## config.mk

```make
export PLATFORM = sky130hd
export DESIGN_NAME = uart_tx_arbiter
export DESIGN_NICKNAME = d
export VERILOG_FILES = /design/src/rtl/uart_arb_pkg.sv /design/src/rtl/byte_fifo.sv /design/src/rtl/uart_tx_arbiter.sv
export SDC_FILE = /design/constraint.sdc
export NUM_CORES = 1
export LEC_CHECK = 0
export CORE_MARGIN = 2
export CORE_UTILIZATION = 54
export DETAILED_ROUTE_END_ITERATION = 12
export HOLD_SLACK_MARGIN = 0.02
export PLACE_DENSITY = 0.81
export SETUP_SLACK_MARGIN = 0.1
export SYNTH_ARGS = -nofsm -noshare
export SYNTH_HDL_FRONTEND = slang
export SYNTH_SLANG_ARGS = --single-unit
```

## constraint.sdc

```tcl
create_clock -name clk -period 3 [get_ports clk]
set_input_delay 0.3 -clock clk [delete_from_list [all_inputs] [get_ports clk]]
set_output_delay 0.3 -clock clk [all_outputs]
set_load 0.05 [all_outputs]
```

## src/rtl/uart_arb_pkg.sv

```systemverilog
// Shared types and defaults for the UART transmit arbiter.
package uart_arb_pkg;

  localparam int unsigned FIFO_DEPTH_DEFAULT = 4;

  typedef enum logic [1:0] {
    ST_IDLE,
    ST_LAUNCH,
    ST_WAIT_BUSY,
    ST_WAIT_DONE
  } arb_state_t;

  typedef enum logic {
    OWNER_BOOT = 1'b0,
    OWNER_CPU  = 1'b1
  } owner_t;

endpackage

```

## src/rtl/byte_fifo.sv

```systemverilog
// Byte-wide synchronous FIFO with registered full/empty flags.
// Writes while full and reads while empty are ignored.
module byte_fifo #(
  parameter int unsigned DEPTH = 4
) (
  input  logic       clk,
  input  logic       reset,
  input  logic       wr_en,
  input  logic [7:0] wr_data,
  input  logic       rd_en,
  output logic [7:0] rd_data,
  output logic       full,
  output logic       empty
);

  localparam int unsigned AW = (DEPTH > 1) ? $clog2(DEPTH) : 1;
  localparam logic [AW:0]   CNT_ONE = 1;
  localparam logic [AW:0]   CNT_MAX = DEPTH[AW:0];
  localparam logic [AW-1:0] PTR_ONE = 1;

  logic [7:0]    mem [DEPTH];
  logic [AW-1:0] wr_ptr;
  logic [AW-1:0] rd_ptr;
  logic [AW:0]   count;
  logic [AW:0]   count_nxt;
  logic          wr_ok;
  logic          rd_ok;

  assign wr_ok   = wr_en && !full;
  assign rd_ok   = rd_en && !empty;
  assign rd_data = mem[rd_ptr];

  // Next occupancy; a simultaneous push and pop leaves it unchanged.
  always_comb begin
    count_nxt = count;
    case ({wr_ok, rd_ok})
      2'b10:   count_nxt = count + CNT_ONE;
      2'b01:   count_nxt = count - CNT_ONE;
      default: count_nxt = count;
    endcase
  end

  // Storage array; contents need no reset since pointers gate visibility.
  always_ff @(posedge clk) begin
    if (wr_ok) mem[wr_ptr] <= wr_data;
  end

  // Pointers (wrap naturally at a power-of-two depth) and registered flags.
  always_ff @(posedge clk) begin
    if (reset) begin
      wr_ptr <= '0;
      rd_ptr <= '0;
      count  <= '0;
      full   <= 1'b0;
      empty  <= 1'b1;
    end else begin
      if (wr_ok) wr_ptr <= wr_ptr + PTR_ONE;
      if (rd_ok) rd_ptr <= rd_ptr + PTR_ONE;
      count <= count_nxt;
      full  <= (count_nxt == CNT_MAX);
      empty <= (count_nxt == '0);
    end
  end

endmodule

```

## src/rtl/uart_tx_arbiter.sv

```systemverilog
// Shares one UART transmitter between a bootloader byte path (one-entry
// hold register) and a CPU byte queue, with round-robin on contention.
module uart_tx_arbiter
  import uart_arb_pkg::*;
#(
  parameter int unsigned FIFO_DEPTH = FIFO_DEPTH_DEFAULT
) (
  input  logic       clk,
  input  logic       reset,
  input  logic       boot_tx_start,
  input  logic [7:0] boot_tx_data,
  output logic       boot_busy,
  input  logic       cpu_wr_en,
  input  logic [7:0] cpu_wr_data,
  output logic       cpu_full,
  output logic       cpu_empty,
  output logic       boot_overrun,
  output logic       cpu_overrun,
  output logic       uart_tx_start,
  output logic [7:0] uart_tx_data,
  input  logic       uart_tx_busy
);

  arb_state_t state;
  owner_t     owner;
  owner_t     last_grant;
  logic       hold_valid;
  logic [7:0] hold_data;
  logic [7:0] fifo_head;
  logic       grant_boot;
  logic       grant_cpu;

  byte_fifo #(.DEPTH(FIFO_DEPTH)) u_cpu_fifo (
    .clk     (clk),
    .reset   (reset),
    .wr_en   (cpu_wr_en),
    .wr_data (cpu_wr_data),
    .rd_en   (grant_cpu),
    .rd_data (fifo_head),
    .full    (cpu_full),
    .empty   (cpu_empty)
  );

  assign boot_busy = hold_valid || ((state != ST_IDLE) && (owner == OWNER_BOOT));

  // Grant decision in IDLE: a lone requester wins, a tie goes to whoever was not granted last.
  always_comb begin
    grant_boot = (state == ST_IDLE) && hold_valid &&
                 (cpu_empty || (last_grant == OWNER_CPU));
    grant_cpu  = (state == ST_IDLE) && !cpu_empty && !grant_boot;
  end

  // Boot hold register: captures a byte only when no boot byte is held or in flight.
  always_ff @(posedge clk) begin
    if (reset) begin
      hold_valid <= 1'b0;
      hold_data  <= '0;
    end else begin
      if (grant_boot) hold_valid <= 1'b0;
      if (boot_tx_start && !boot_busy) begin
        hold_valid <= 1'b1;
        hold_data  <= boot_tx_data;
      end
    end
  end

  // Sticky overrun flags for bytes dropped on either path.
  always_ff @(posedge clk) begin
    if (reset) begin
      boot_overrun <= 1'b0;
      cpu_overrun  <= 1'b0;
    end else begin
      if (boot_tx_start && boot_busy) boot_overrun <= 1'b1;
      if (cpu_wr_en && cpu_full)      cpu_overrun  <= 1'b1;
    end
  end

  // Launch FSM with registered start pulse and data.
  always_ff @(posedge clk) begin
    if (reset) begin
      state         <= ST_IDLE;
      owner         <= OWNER_CPU;
      last_grant    <= OWNER_CPU;
      uart_tx_start <= 1'b0;
      uart_tx_data  <= '0;
    end else begin
      uart_tx_start <= 1'b0;
      case (state)
        ST_IDLE: begin
          if (grant_boot) begin
            owner         <= OWNER_BOOT;
            last_grant    <= OWNER_BOOT;
            uart_tx_data  <= hold_data;
            uart_tx_start <= 1'b1;
            state         <= ST_LAUNCH;
          end else if (grant_cpu) begin
            owner         <= OWNER_CPU;
            last_grant    <= OWNER_CPU;
            uart_tx_data  <= fifo_head;
            uart_tx_start <= 1'b1;
            state         <= ST_LAUNCH;
          end
        end
        ST_LAUNCH:    state <= ST_WAIT_BUSY;
        ST_WAIT_BUSY: if (uart_tx_busy)  state <= ST_WAIT_DONE;
        ST_WAIT_DONE: if (!uart_tx_busy) state <= ST_IDLE;
        default:      state <= ST_IDLE;
      endcase
    end
  end

endmodule

```

Yosys cells after proc, flatten, opt, wreduce, memory -nomap -nowiden
Memories as Yosys holds them, arrays and structs flattened. A register that Yosys moved wholly into a read port is not among the register bits.
Cells that the tools add are included.

operators by class
  eq/ne operators = 9
  reduce and logical (&&, ||, !) cells = 24
  multiplexer cells = 18
  add/subtract/negate cells = 4
  bitwise gates (word level) = 2

operators with widths
  cell                 count
  $mux 8               2
  $mux 2               6
  $logic_and 1x1->1    10
  $mux 1               8
  $pmux 2 s4           1
  $eq 2x2->1 const B   3
  $pmux 3 s2           1
  $reduce_bool 2->1    3
  $add 2x1->2 const B  2
  $eq 2x1->1 const B   2
  $logic_not 1->1      4
  $ne 2x2->1 const B   2
  $add 3x1->3 const B  1
  $eq 3x3->1 const B   1
  $logic_not 3->1      1
  $ne 3x2->1 const B   1
  $reduce_and 3->1     1
  $sub 3x1->3 const B  1
  $logic_not 2->1      1
  $logic_or 1x1->1     2
  $not 1->1            2
  $reduce_and 2->1     1
  $reduce_or 2->1      1

storage, ports and cells
  word-level logic and storage cells = 71
  output and inout bits = 14
  memory bits (writable) = 32
  input bits = 21
  flip-flop bits (word level) = 32
  memories = 1

memory list
  name            depth  bits a word  rd ports  clocked after Yosys merged registers in  wr ports  line             source
  u_cpu_fifo.mem  4      8            1         1                                        1         byte_fifo.sv:21  logic [7:0] mem [DEPTH];

Depth between registers and ports, before layout
  word-level depth = 9
  gate-level depth with buffers = 10
  mapped depth without buffers = 10

Modules after synthesis
From an unflattened synthesis, not the netlist that was laid out.

unflattened totals
  cell total of the unflattened synthesis = 212
  area, all modules = 2788.9 um^2

modules (own cells, without submodules)
  module           sequential area each (um^2)  area each (um^2)  instances  cells an instance
  byte_fifo        1181.1                       1694.1            1          100
  uart_tx_arbiter  460.4                        1094.8            1          112

Worst setup path before layout
No wires, ideal clock.

  path kind = reg-to-reg
  start = reg u_cpu_fifo.full
  end = reg u_cpu_fifo.full
  data arrival time = 2229 ps
  required time = 2914 ps
  clock period less this slack = 2315 ps
  path buffers = 1
  path slack = 685 ps
  cell stages (with the launch flop) = 10
  setup time = 86 ps
  cell sequence = dfxtp_1 > nor2b_1 > clkbuf_1 > inv_1 > ha_1 > inv_1 > fa_1 > xor2_1 > or3_1 > a211oi_1

between the ends
  longest elaborated chain between the ends = 5
  elaborated cells on any way between the ends = 6
  those cells by class = eq/ne (3); mux (1); reduce/logical (2)

RTL lines
  element                                          line             source
  start, declared                                  byte_fifo.sv:12  output logic full,
  start signal, assigned                           byte_fifo.sv:60  full <= (count_nxt == CNT_MAX);
  $logic_not 1->1 (*)                              byte_fifo.sv:29  assign wr_ok = wr_en && !full;
  $logic_and 1x1->1 (*)                            byte_fifo.sv:29
  $eq 2x1->1 / $eq 2x2->1 (equally long branches)  byte_fifo.sv:36  case ({wr_ok, rd_ok})
  $pmux 3 s2 (*)                                   byte_fifo.sv:36
  $eq 3x3->1 (*)                                   byte_fifo.sv:60

Every way passes the cells marked *; elsewhere a longest branch is shown, timed or not.
A chain may end at the register's enable or synchronous reset.

Worst setup path after layout
  start = reg state[1]
  end = reg u_cpu_fifo.full

between the ends
  longest elaborated chain between the ends = 9
  elaborated cells on any way between the ends = 11
  those cells by class = eq/ne (3); mux (1); reduce/logical (7)

RTL lines
  element                                          line                                          source
  start, declared                                  uart_tx_arbiter.sv:24                         arb_state_t state;
  start signal, assigned                           uart_tx_arbiter.sv:81                         state <= ST_IDLE;
  start signal, assigned                           uart_tx_arbiter.sv:95                         state <= ST_LAUNCH;
  start signal, assigned                           uart_tx_arbiter.sv:101                        state <= ST_LAUNCH;
  $logic_not 2->1 (*)                              uart_tx_arbiter.sv:48, uart_tx_arbiter.sv:50
  $logic_and 1x1->1 (2 in series)                  uart_tx_arbiter.sv:48                         grant_boot = (state == ST_IDLE) && hold_valid &&
  $logic_not 1->1                                  uart_tx_arbiter.sv:50                         grant_cpu = (state == ST_IDLE) && !cpu_empty && !grant_boot;
  $logic_and 1x1->1 (*)                            uart_tx_arbiter.sv:50
  $logic_and 1x1->1 (*)                            byte_fifo.sv:30                               assign rd_ok = rd_en && !empty;
  $eq 2x1->1 / $eq 2x2->1 (equally long branches)  byte_fifo.sv:36
  $pmux 3 s2 (*)                                   byte_fifo.sv:36
  $eq 3x3->1 (*)                                   byte_fifo.sv:60

Marks and branches as above.

==> results.toml <==
[die]
fp.dieH_um = 74.68
dieWidth_um = 74.68
dieArea_sq_mm = 0.005577
core_sq_mm = 0.004786
initial_core_util_pct = 56.37
rows = 25
ios = 35

[logic_synthesis]
ys_warn_count = 0
ys_ff_latch = 66
synth-edff-count = 32
syn_avg_cell_area_sq_um = 12.66
synth_top_cell_by_area = "edfxtp_1"
synth_nets = 244
synth_async_sr_flop_share_pct = 0
netlist_area_sq_mm = 0.002698
yosysTopAreaCellShare_pct = 35.62
synth.area.top_cells = "edfxtp_1, dfxtp_1, mux4_2, ha_1, a21oi_1"
ys_types = 40
synth_ff_type = "dfxtp_1"
synthCells = 213
ys_seq_area_share_pct = 60.85

[grt]
grt_antenna_before_repair = 0
grt_max_degree = 22
grt_pass1_wl_mm = 7.983
grt_usage_pct = 20.07
grt_pass1_vias = 1720
grt_overflow = 0

[pwr]
power.density_mw_per_mm2 = 897.2
worst_ir_drop_vdd_mv = 0.4161
p_leak_nw = 1.194

[clock_tree]
clk_pin_slew_ps = 70
ctsHoldBuffers = 0
cts_tree = "done"
clock-sinks = 66
clk_latency_ps = 340
clockRootBuffer = "clkbuf_8"
htree_levels = 3
post-cts-setup-buffers = 0
clockBufferDepth = 2
cts_buffers = 9

[flow_run]
drv_cap = 0

[detailed_routing]
met1_length_mm = 2.224
vias_per_cell = 5.603
wl_mm = 5.035
dr_wl_met2_mm = 2.417
top_layer = "met4"
wl_per_cell_um = 15.73
met3_length_um = 318
dr_total_vias = 1793
drt-initial-drc-count = 118
drc_errors = 0
first_pass_iters = 4
ant_nets = 0

[finish]
synthToLayoutAreaGrowth_pct = 23.19
nets = 280
multi_input_comb_area_sq_um = 923.4
n_fill_cell = 348
fin_util_pct = 69.44
final_area_sq_mm = 0.003323
n_antenna_cell = 0
seq_area_sq_mm = 0.001642
layout-drive-gt1-share_pct = 10.67

[timing]
fin_ws_ps = 580.1
slew_violations = 0
setup_viol = 0
relSlewSlack_pct = 61.27
tightest_slew_ps = 577.8
finalClockSkew_ps = 5.699
whs_ps = 473.1
rsz0062_at_grt = "no"
period_needed_ps = 2420
fin_crit_sh_pct = 80.66
hold_viol = 0
tns_ps = 0
clock.fmax_mhz = 413.2

[worst_setup_path]
reg2reg_depth = 10
critPathRequiredTime_ps = 3260
rr_endpoint = "u_cpu_fifo.full"
worstPathMaxFanout = 7
r2r_start = "state[1]"
r2r_slack_ps = 580
start_kind = "flop"
path_buf_inv = 2
path_cells = "inv_1 > ha_1 > nand2b_1 > nor2_1 > ha_1 > inv_1 > fa_1 > xor2_1 > or3_1 > a211oi_1"
path_class = "flop to flop"
cp-end-kind = "flop"
crit_slowest_cell = "fa_1"
critPathTopFamily = "adder cells"
slowest_delay_ps = 370
critPathArrivalTime_ps = 2680

[run_status]
status = "complete, no violations"

[hold_path]
hold_depth = 2
whs_endpoint = "boot_overrun"
min_from = "boot_overrun"
hold_path_class = "flop to flop"

[placed_design]
place.gp.congestion = 0.8077
post_dp_cell_area_sq_mm = 0.003090
port_buffers = 34
hpwl_mm = 3.242
preCtsSetupSlack_ps = 462.0
==> cell families (layout without fill, tap and decap cells) <==
logic type	Yosys count	after routing	synth area share [%]
buffers and inverters	33	73	4.916
muxes	10	10	7.421
and+or+nand+nor	36	36	7.189
adders and majority gates	10	10	4.917
DFF	66	66	60.85
xor gates and xnor gates	3	3	0.9742
AOI/OAI and AO/OA	55	55	13.73
==> sequential cells by signal, indices dropped and copies added (netlist names), named ones only <==
signal / cells
state: 2
last_grant: 1
u_cpu_fifo.wr_ptr: 2
hold_data: 8
u_cpu_fifo.count: 3
hold_valid: 1
u_cpu_fifo.empty: 1
boot_overrun: 1
uart_tx_start: 1
u_cpu_fifo.rd_ptr: 2
cpu_overrun: 1
u_cpu_fifo.mem: 32
u_cpu_fifo.full: 1
uart_tx_data: 8
==> cell usage in the layout (no fill, tap or decap), drive strengths merged, types with 8 or more instances in the layout <==
cell and instances:
clkbuf 9, mux4 8, a221o 8, a211oi 9, dfxtp 34, ha 9
nand3 9, a21oi 17, nor2 10, edfxtp 32, o21ai 11, clkdlybuf4s50 33
inv 20
==> where the power goes <==
group	switching (W)	internal [W]
sequential	0.000106	0.00110
combinational	0.000546	0.000361
clock	0.000330	0.000543
==> per-layer routing <==
| layer | GRT usage (%) | vias up |
|---|---|---|
| li1 | - | 857 |
| met1 | 25.36 | 856 |
| met2 | 31.66 | 73 |
| met3 | 6.560 | 7 |
| met4 | 9.325 | 0 |
| met5 | 0 | - |
==> cell type report <==
class / count / area share [%]
flip-flops and latches: 66 / 49.40
clock buffers: 9 / 3.727
clock inverters: 6 / 3.200
inverters: 21 / 2.372
multi-input cells: 114 / 27.79
well taps: 67 / 2.523
repair buffers: 37 / 10.99
==> cells in the mapped netlist, types with 2 or more instances <==
| master | count |
|---|---|
| mux4_2 | 8 |
| a21oi_1 | 17 |
| dfxtp_1 | 34 |
| ha_1 | 9 |
| buf_1 | 3 |
| a211oi_1 | 9 |
| nand2b_1 | 2 |
| a221o_1 | 8 |
| or3_1 | 2 |
| and2_1 | 5 |
| nand3_1 | 9 |
| clkbuf_1 | 7 |
| xor2_1 | 2 |
| o31ai_1 | 2 |
| mux2i_1 | 2 |
| edfxtp_1 | 32 |
| o21ai_0 | 11 |
| nor2_1 | 10 |
| inv_1 | 20 |
==> tightest hold or removal path, stage by stage, from the launching register on <==
cell	delay, ps
dfxtp_1	330
a21oi_1	40
nor2_1	70
==> per-stage QoR <==
step / total power (W) / cells
after floorplan: 0.001870 / 213
after global placement: 0.002092 / 305
after detailed placement: 0.002118 / 305
after CTS: 0.002991 / 320
after global routing: 0.003137 / 320
final: 0.002981 / 320
==> worst max-delay path by stage <==
| stage | startpoint | end | slack (ps) | cells after the start |
|---|---|---|---|---|
| 2_1_floorplan | u_cpu_fifo.full | u_cpu_fifo.full | 690 | 9 |
| 3_3_place_gp | cpu_wr_en | u_cpu_fifo.full | 560 | 10 |
| 3_5_place_dp | cpu_wr_en | u_cpu_fifo.full | 460 | 10 |
| 4_1_cts | state[0] | boot_busy | 210 | 6 |
| 5_1_grt | state[0] | u_cpu_fifo.full | 360 | 10 |
| 6_report | state[1] | u_cpu_fifo.full | 580 | 10 |
==> what timing repair did <==
action / 4_1_cts / 5_1_grt
hold endpoints to repair: 0 / 0
gates resized for setup: 0 / 1
setup endpoints to repair: 0 / 1
Note: power is estimated with default switching activity, not from simulation.
